--- config.mk ---
export PLATFORM = sky130hd
export DESIGN_NAME = output_accum_buffer
export DESIGN_NICKNAME = d
export VERILOG_FILES = /design/src/rtl/output_stationary_pkg.sv /design/src/rtl/output_accum_buffer_regfile.sv /design/src/rtl/output_accum_buffer.sv
export SDC_FILE = /design/constraint.sdc
export NUM_CORES = 2
export LEC_CHECK = 0
export BUFFER_PORTS_ARGS = -buffer_cell sky130_fd_sc_hd__buf_2
export CAP_MARGIN = 20
export CORE_AREA = 2 2 370 464
export CTS_CLUSTER_DIAMETER = 150
export CTS_CLUSTER_SIZE = 10
export DETAILED_ROUTE_END_ITERATION = 6
export DIE_AREA = 0 0 372 466
export PLACE_DENSITY = 0.73
export SLEW_MARGIN = 25
export SYNTH_ARGS = -nofsm -noshare
export SYNTH_HDL_FRONTEND = slang
export SYNTH_SLANG_ARGS = --single-unit
export TNS_END_PERCENT = 100
--- constraint.sdc ---
create_clock -name clk -period 5.1 [get_ports clk]
set_input_delay 1.275 -clock clk [delete_from_list [all_inputs] [get_ports clk]]
set_output_delay 1.275 -clock clk [all_outputs]
set_load 0.02 [all_outputs]
--- src/rtl/output_stationary_pkg.sv ---
// Shared constants for the output-stationary arbiter and its accumulation buffer:
// FSM state encodings, burst width and default sizing.
package output_stationary_pkg;

    localparam int NUM_CORES_DEF = 4;
    localparam int DATA_W_DEF    = 16;
    localparam int ACC_W_DEF     = 32;
    localparam int DEPTH_DEF     = 64;
    localparam int ADDR_W_DEF    = 6;
    localparam int BURST_W       = 6;

    localparam logic [1:0] IDLE    = 2'd0;
    localparam logic [1:0] ACCUM   = 2'd1;
    localparam logic [1:0] UNLOAD  = 2'd2;
    localparam logic [1:0] RELEASE = 2'd3;

endpackage

--- src/rtl/output_accum_buffer_regfile.sv ---
// DEPTH x ACC_W accumulator storage: one combinational read port,
// one synchronous write port, synchronous clear-all on reset.
module acc_regfile #(
    parameter int DEPTH  = 64,
    parameter int ACC_W  = 32,
    parameter int ADDR_W = 6
) (
    input  logic              clk,
    input  logic              reset,
    input  logic [ADDR_W-1:0] rd_addr_i,
    output logic [ACC_W-1:0]  rd_data_o,
    input  logic              wr_en_i,
    input  logic [ADDR_W-1:0] wr_addr_i,
    input  logic [ACC_W-1:0]  wr_data_i
);

    logic [ACC_W-1:0] mem_q [DEPTH];

    always_ff @(posedge clk) begin
        if (reset) begin
            for (int i = 0; i < DEPTH; i++) begin
                mem_q[i] <= '0;
            end
        end else if (wr_en_i) begin
            mem_q[wr_addr_i] <= wr_data_i;
        end
    end

    assign rd_data_o = mem_q[rd_addr_i];

endmodule

--- src/rtl/output_accum_buffer.sv ---
// Partial-sum buffer behind the output-stationary arbiter: accumulates core
// bursts into acc_regfile, or streams entries out while clearing them.
module output_accum_buffer
    import output_stationary_pkg::*;
#(
    parameter int NUM_CORES = NUM_CORES_DEF,
    parameter int DATA_W    = DATA_W_DEF,
    parameter int ACC_W     = ACC_W_DEF,
    parameter int DEPTH     = DEPTH_DEF,
    parameter int ADDR_W    = ADDR_W_DEF
) (
    input  logic                        clk,
    input  logic                        reset,
    input  logic [NUM_CORES-1:0]        grant,
    input  logic [BURST_W-1:0]          burst,
    input  logic                        add_en,
    input  logic                        unload_en,
    input  logic [ADDR_W-1:0]           start_addr,
    input  logic [NUM_CORES*DATA_W-1:0] core_data,
    input  logic [NUM_CORES-1:0]        core_valid,
    output logic [NUM_CORES-1:0]        core_ready,
    output logic [ACC_W-1:0]            out_data,
    output logic                        out_valid,
    input  logic                        out_ready,
    output logic                        done,
    output logic                        err,
    output logic [1:0]                  dbg_state
);

    localparam int SEL_W = (NUM_CORES > 1) ? $clog2(NUM_CORES) : 1;

    logic [1:0]         state_q, state_d;
    logic [SEL_W-1:0]   sel_q, sel_d;
    logic [BURST_W-1:0] burst_q, burst_d;
    logic [BURST_W-1:0] count_q, count_d;
    logic [ADDR_W-1:0]  ptr_q, ptr_d;
    logic               done_q, done_d;
    logic               err_q, err_d;

    logic [SEL_W-1:0]   grant_idx;
    logic               grant_ok;
    logic [DATA_W-1:0]  data_sel;
    logic [ACC_W-1:0]   data_ext;
    logic               core_beat;
    logic               out_beat;
    logic [ACC_W-1:0]   rd_data;
    logic               wr_en;
    logic [ACC_W-1:0]   wr_data;

    always_comb begin
        grant_idx = '0;
        for (int i = 0; i < NUM_CORES; i++) begin
            if (grant[i]) begin
                grant_idx = SEL_W'(i);
            end
        end
    end

    assign grant_ok = $onehot(grant);

    // Handshakes: a beat moves only in a cycle where valid and ready are both 1;
    // valid never waits on ready, and the producer holds data stable until the beat.
    assign core_ready = (state_q == ACCUM) ? (NUM_CORES'(1) << sel_q) : '0;
    assign core_beat  = |(core_valid & core_ready);
    assign out_valid  = (state_q == UNLOAD);
    assign out_beat   = out_valid & out_ready;
    assign out_data   = out_valid ? rd_data : '0;

    assign data_sel = core_data[sel_q*DATA_W +: DATA_W];
    assign data_ext = {{(ACC_W-DATA_W){data_sel[DATA_W-1]}}, data_sel};

    always_comb begin
        state_d = state_q;
        sel_d   = sel_q;
        burst_d = burst_q;
        count_d = count_q;
        ptr_d   = ptr_q;
        done_d  = 1'b0;
        err_d   = err_q;
        wr_en   = 1'b0;
        wr_data = '0;
        case (state_q)
            IDLE: begin
                if (grant != '0) begin
                    sel_d   = grant_idx;
                    burst_d = burst;
                    ptr_d   = start_addr;
                    count_d = '0;
                    if (!grant_ok || (add_en == unload_en)) begin
                        err_d   = 1'b1;
                        state_d = RELEASE;
                    end else if (burst == '0) begin
                        done_d  = 1'b1;
                        state_d = RELEASE;
                    end else if (add_en) begin
                        state_d = ACCUM;
                    end else begin
                        state_d = UNLOAD;
                    end
                end
            end
            ACCUM: begin
                if (core_beat) begin
                    wr_en   = 1'b1;
                    wr_data = rd_data + data_ext;
                    ptr_d   = ptr_q + 1'b1;
                    count_d = count_q + 1'b1;
                    if (count_d == burst_q) begin
                        done_d  = 1'b1;
                        state_d = RELEASE;
                    end
                end
            end
            UNLOAD: begin
                if (out_beat) begin
                    wr_en   = 1'b1;
                    ptr_d   = ptr_q + 1'b1;
                    count_d = count_q + 1'b1;
                    if (count_d == burst_q) begin
                        done_d  = 1'b1;
                        state_d = RELEASE;
                    end
                end
            end
            RELEASE: begin
                // A grant still held from the finished transaction must not retrigger.
                if (grant == '0) begin
                    state_d = IDLE;
                end
            end
            default: state_d = IDLE;
        endcase
    end

    always_ff @(posedge clk) begin
        if (reset) begin
            state_q <= IDLE;
            sel_q   <= '0;
            burst_q <= '0;
            count_q <= '0;
            ptr_q   <= '0;
            done_q  <= 1'b0;
            err_q   <= 1'b0;
        end else begin
            state_q <= state_d;
            sel_q   <= sel_d;
            burst_q <= burst_d;
            count_q <= count_d;
            ptr_q   <= ptr_d;
            done_q  <= done_d;
            err_q   <= err_d;
        end
    end

    acc_regfile #(
        .DEPTH  (DEPTH),
        .ACC_W  (ACC_W),
        .ADDR_W (ADDR_W)
    ) u_regfile (
        .clk       (clk),
        .reset     (reset),
        .rd_addr_i (ptr_q),
        .rd_data_o (rd_data),
        .wr_en_i   (wr_en),
        .wr_addr_i (ptr_q),
        .wr_data_i (wr_data)
    );

    assign done      = done_q;
    assign err       = err_q;
    assign dbg_state = state_q;

endmodule
### Word-level counts from Yosys, hierarchy flattened

Memories as Yosys holds them, arrays and structs flattened. A register that Yosys moved wholly into a read port is not among the register bits.
Cells that the tools add are included.

* register bits: 24
* RAM bits: 2048
* input bits: 89
* output and inout bits: 41
* logic and storage cells: 85
* memories kept: 1

* add/subtract/negate cells: 6
* equal/unequal tests: 10
* shifts and indexed selects: 2
* muxes and demuxes: 44
* bitwise gates (word level): 2
* reduce and logical (&&, ||, !) cells: 13

Memory list
* u_regfile.mem_q: words 64, bits a word 32, rd ports 1, clocked after Yosys merged registers in 1, wr ports 64, RTL line output_accum_buffer_regfile.sv:17 `logic [ACC_W-1:0] mem_q [DEPTH];`

Operators with widths (count)
* 2-to-1 mux 32 bit: 4
* indexed part select 64 x 7 -> 16 bit: 1
* 2-to-1 mux 6 bit: 9
* case mux 6 bit (3 select lines): 2
* adder 32 bit: 1
* OR reduction 32 bit: 1
* 2-to-1 mux 2 bit: 10
* 2-to-1 mux 1 bit: 15
* adder 6 x 1 -> 6 bit (second input constant): 2
* case mux 2 bit (4 select lines): 1
* AND reduction 4 bit: 2
* == test 6 bit: 1
* logical NOT 6 bit: 1
* != test 2 bit (second input constant): 3
* adder 1 x 1 -> 2 bit: 2
* bitwise AND 4 bit: 1
* == test 2 bit (second input constant): 2
* logical NOT 4 bit: 1
* 2-to-1 mux 4 bit: 1
* nonzero test 4 bit: 1
* OR reduction 4 bit: 1
* << shifter 1 x 2 -> 4 bit (first input constant): 1
* adder 2 x 2 -> 3 bit: 1
* == test 3 x 1 -> 1 bit (second input constant): 1
* other kinds (12): 12

### Longest topological paths before layout

* word-level depth: 11
* depth in mapped cells: 21
* mapped depth without buffers: 15

### By module

Synthesis repeated with hierarchy kept, for this count alone.

* cell total of the unflattened synthesis: 6420
* area total of the unflattened synthesis: 96540.1 um^2

By module, submodules not included
* acc_regfile: instances 1, cells an instance 5851, area each 92289.8 um^2, seq. area each 61499.0 um^2
* output_accum_buffer: instances 1, cells an instance 569, area each 4250.3 um^2, seq. area each 480.5 um^2

### Least setup slack after synthesis

Ideal clock, no wire load.

* kind: register to register
* start: register with a tool-made name
* end: memory u_regfile.mem_q[12][29], data pin
* library setup time: 0.265 ns
* arrival time: 5.058 ns
* data required time: 4.835 ns
* slack: -0.223 ns
* stages on the path, launching flop included: 17
* buffers on the path: 5
* clock period less this slack: 5.323 ns
* path through: dfxtp_1 > buf_6 > buf_6 > buf_1 > mux4_2 > mux4_2 > mux4_2 > ha_1 > buf_2 > a2111o_1 > a21o_1 > a211oi_4 > o211ai_2 > a221oi_2 > xor2_2 > buf_6 > nor2_1

RTL lines (RTL line)
* to (decl): output_accum_buffer_regfile.sv:17

==> impl_metrics.json <==
{
  "final_design_area_no_fill_um2": 109000,
  "setup_viol": 1078,
  "fill_cells": 11200,
  "grt_pass1_vias": 60600,
  "clockBufferDepth": 3,
  "power.leakage_nw": 38.8,
  "cts.sinks": 2078,
  "fin_ws_ps": -366,
  "num_vias": 61400,
  "async_flop_share_pct": 0,
  "ys_warn_count": 0,
  "synth_seq_area_share_pct": 67.2,
  "tightest_slew_ps": 1230,
  "synthCells": 6158,
  "row_count": 169,
  "pin_count": 130,
  "ant_nets": 0,
  "overflow": 0,
  "fmax_mhz": 183,
  "via_per_inst": 6.82,
  "grt_max_degree": 65,
  "ys.flop_type": "edfxtp_1",
  "crit_fanout": 7,
  "p_total_mw": 75.2,
  "cp-endpoint": "out_data[21]",
  "synth.area.top_cells": "edfxtp_1 67%, mux4_2 16%, nor2_1 7.5%, clkbuf_1 1.6%, nor3_1 1.5%",
  "antenna_found_initial": 22,
  "syn_area_um2": 92400,
  "maxCapViolations": 0,
  "cts_buffers": 225,
  "crit_required_ps": 3830,
  "drt-initial-drc-count": 9982,
  "ys_ff_latch": 2078,
  "drcViolationCount": 3,
  "cts_tree": "done",
  "hp-class": "reg2reg",
  "initial_core_util_pct": 54.7,
  "hold_viol": 0,
  "reg2reg_to": "u_regfile.mem_q[17][31]$_SDFFCE_PN0P_",
  "post-route-util_pct": 64.8,
  "synth_edf_count": 2048,
  "power-per-cell-area_nw_per_um2": 687,
  "synth_top_area_share_pct": 66.5,
  "avgSynthCellArea_um2": 15.0,
  "rrSetupSlack_ps": -360,
  "pre_cts_slack_ps": -577,
  "io_buffers": 129,
  "first_pass_iters": 7,
  "syn_nets": 6290,
  "clk_pin_slew_ps": 60,
  "die_area_um2": 173000,
  "die_y_um": 466,
  "h-tree-depth": 4,
  "drive_gt1_share_pct": 30.3,
  "cts_root_buf": "clkbuf_16",
  "slew_headroom_pct": 17.8,
  "yosys.area.top_type": "edfxtp_1",
  "grt_setup_unrepaired": "yes",
  "grtUsageTotal_pct": 34.4,
  "fin_skew_ps": 33.8,
  "die_x_um": 372,
  "violations": "design-rule violations, negative setup slack",
  "clk_latency_ps": 880,
  "dpl_cell_area_um2": 99700,
  "startpoint_type": "register",
  "final_cell_mix": "2048 x edfxtp_1, 1845 x nor2_1, 672 x mux4_2",
  "layout.cells.non_filler": 9002,
  "totalWireLength_um": 303000,
  "r2r_cells": 19,
  "post_drt_wl_per_cell_um": 33.7,
  "grt_pass1_wl_um": 420000,
  "ys_types": 76,
  "gp_congestion": 0.965,
  "dpl.hpwl_um": 180000,
  "end_kind": "output port",
  "post-route-period-util_pct": 107,
  "maxSlewViolCount": 0,
  "synthToLayoutAreaGrowth_pct": 18.5,
  "status": "complete, but fails checks",
  "finalNetCount": 6852,
  "fin_setup_tns_ps": -150370,
  "dp_cells": 8536,
  "critPathKind": "reg2out",
  "min_period_ps": 5470,
  "arrival_ps": 4190,
  "peakVddDrop_uv": 1050,
  "core_area_um2": 169000,
  "final_common_cell": "edfxtp_1",
  "holdWs_ps": 469
}
cells by family after synthesis:
kind of cell	count (synthesis)	share of synthesized area, %
fa+ha+maj	43	0.598
xor+xnor	25	0.268
flops	2078	67.2
simple gates	2548	11.3
compound gates	193	1.41
buf+inv	582	2.68
mux	689	16.6
worst max-delay path: stages (launching register included):
cell and delay (ps):
dfxtp_4 400, buf_12 160, buf_16 170, buf_16 170
buf_16 140, buf_4 140, mux4_2 520, mux4_2 570
mux4_2 570, buf_6 160, and2_4 160, buf_6 120
per-layer routing:
| metal | up-vias | GRT usage, % | wire length (um) | part of all wire (%) |
|---|---|---|---|---|
| met3 | 1130 | 9.98 | 44000 | 15 |
| met5 | - | 0 | 171 | 0.056 |
| met4 | 26 | 21.2 | 20200 | 6.7 |
| met2 | 5569 | 54.8 | 145000 | 48 |
| met1 | 30700 | 41.4 | 94100 | 31 |
| li1 | 24000 | - | - | - |
registers in the layout, summed over array words and instances, names as in the netlist, named ones only:
register / cells
u_regfile.mem_q: 2048
burst_q: 6
count_q: 6
ptr_q: 6
dbg_state: 2
sel_q: 2
done: 1
err: 1
synth_stat cells (all sizes together), types with 4 or more instances:
cell	count
ha	41
buf	159
a21o	21
nor3b	7
or2	5
o21ai	35
o2111ai	4
nor3	285
a31oi	9
nor4	4
nand3b	5
nand2	208
and3	13
and2	34
nor2	1852
mux2i	12
or3	4
a22oi	9
nor2b	18
clkbuf	397
nand4	7
o211ai	4
inv	26
edfxtp	2048
a221oi	4
mux2	5
a21oi	55
a211oi	11
xor2	11
o21a	8
nand3	23
dfxtp	30
xnor2	13
mux4	672
nand2b	74
power breakdown:
part	leakage, nW	internal [mW]	switching [mW]
logic	14.4	16.3	24.8
registers	21.4	19.4	0.369
clock network	2.94	7.97	6.35
layout make-up:
cell class,count,area [um2],area share (%)
Sequential cell,2078,62100,56.7
Multi-Input combinational cell,3498,29000,26.5
Timing Repair Buffer,891,9400,8.59
Clock buffer,264,5880,5.37
Tap cell,2223,2780,2.54
Clock inverter,9,144,0.131
Inverter,26,105,0.0960
Antenna cell,13,32.5,0.0297
how the worst min path moves through the flow:
| stage | from | end | cells past startpoint |
|---|---|---|---|
| after floorplan | burst_q[1]$_SDFFE_PP0P_ | burst_q[1]$_SDFFE_PP0P_ | 2 |
| after global placement | burst_q[1]$_SDFFE_PP0P_ | burst_q[1]$_SDFFE_PP0P_ | 2 |
| after detailed placement | err$_SDFFE_PP0P_ | err$_SDFFE_PP0P_ | 2 |
| after CTS | burst_q[3]$_SDFFE_PP0P_ | burst_q[3]$_SDFFE_PP0P_ | 2 |
| after global routing | burst_q[1]$_SDFFE_PP0P_ | burst_q[1]$_SDFFE_PP0P_ | 2 |
| final | err$_SDFFE_PP0P_ | err$_SDFFE_PP0P_ | 2 |
what timing repair did:
item,CTS,global route
cloned,23,24
hold buffers,0,0
gates resized for setup,199,109
hold endpoints to repair,0,0
buffers inserted,73,70
setup endpoints to repair,1466,1423
pin swaps,26,31
(Power assumes the default switching activity.)
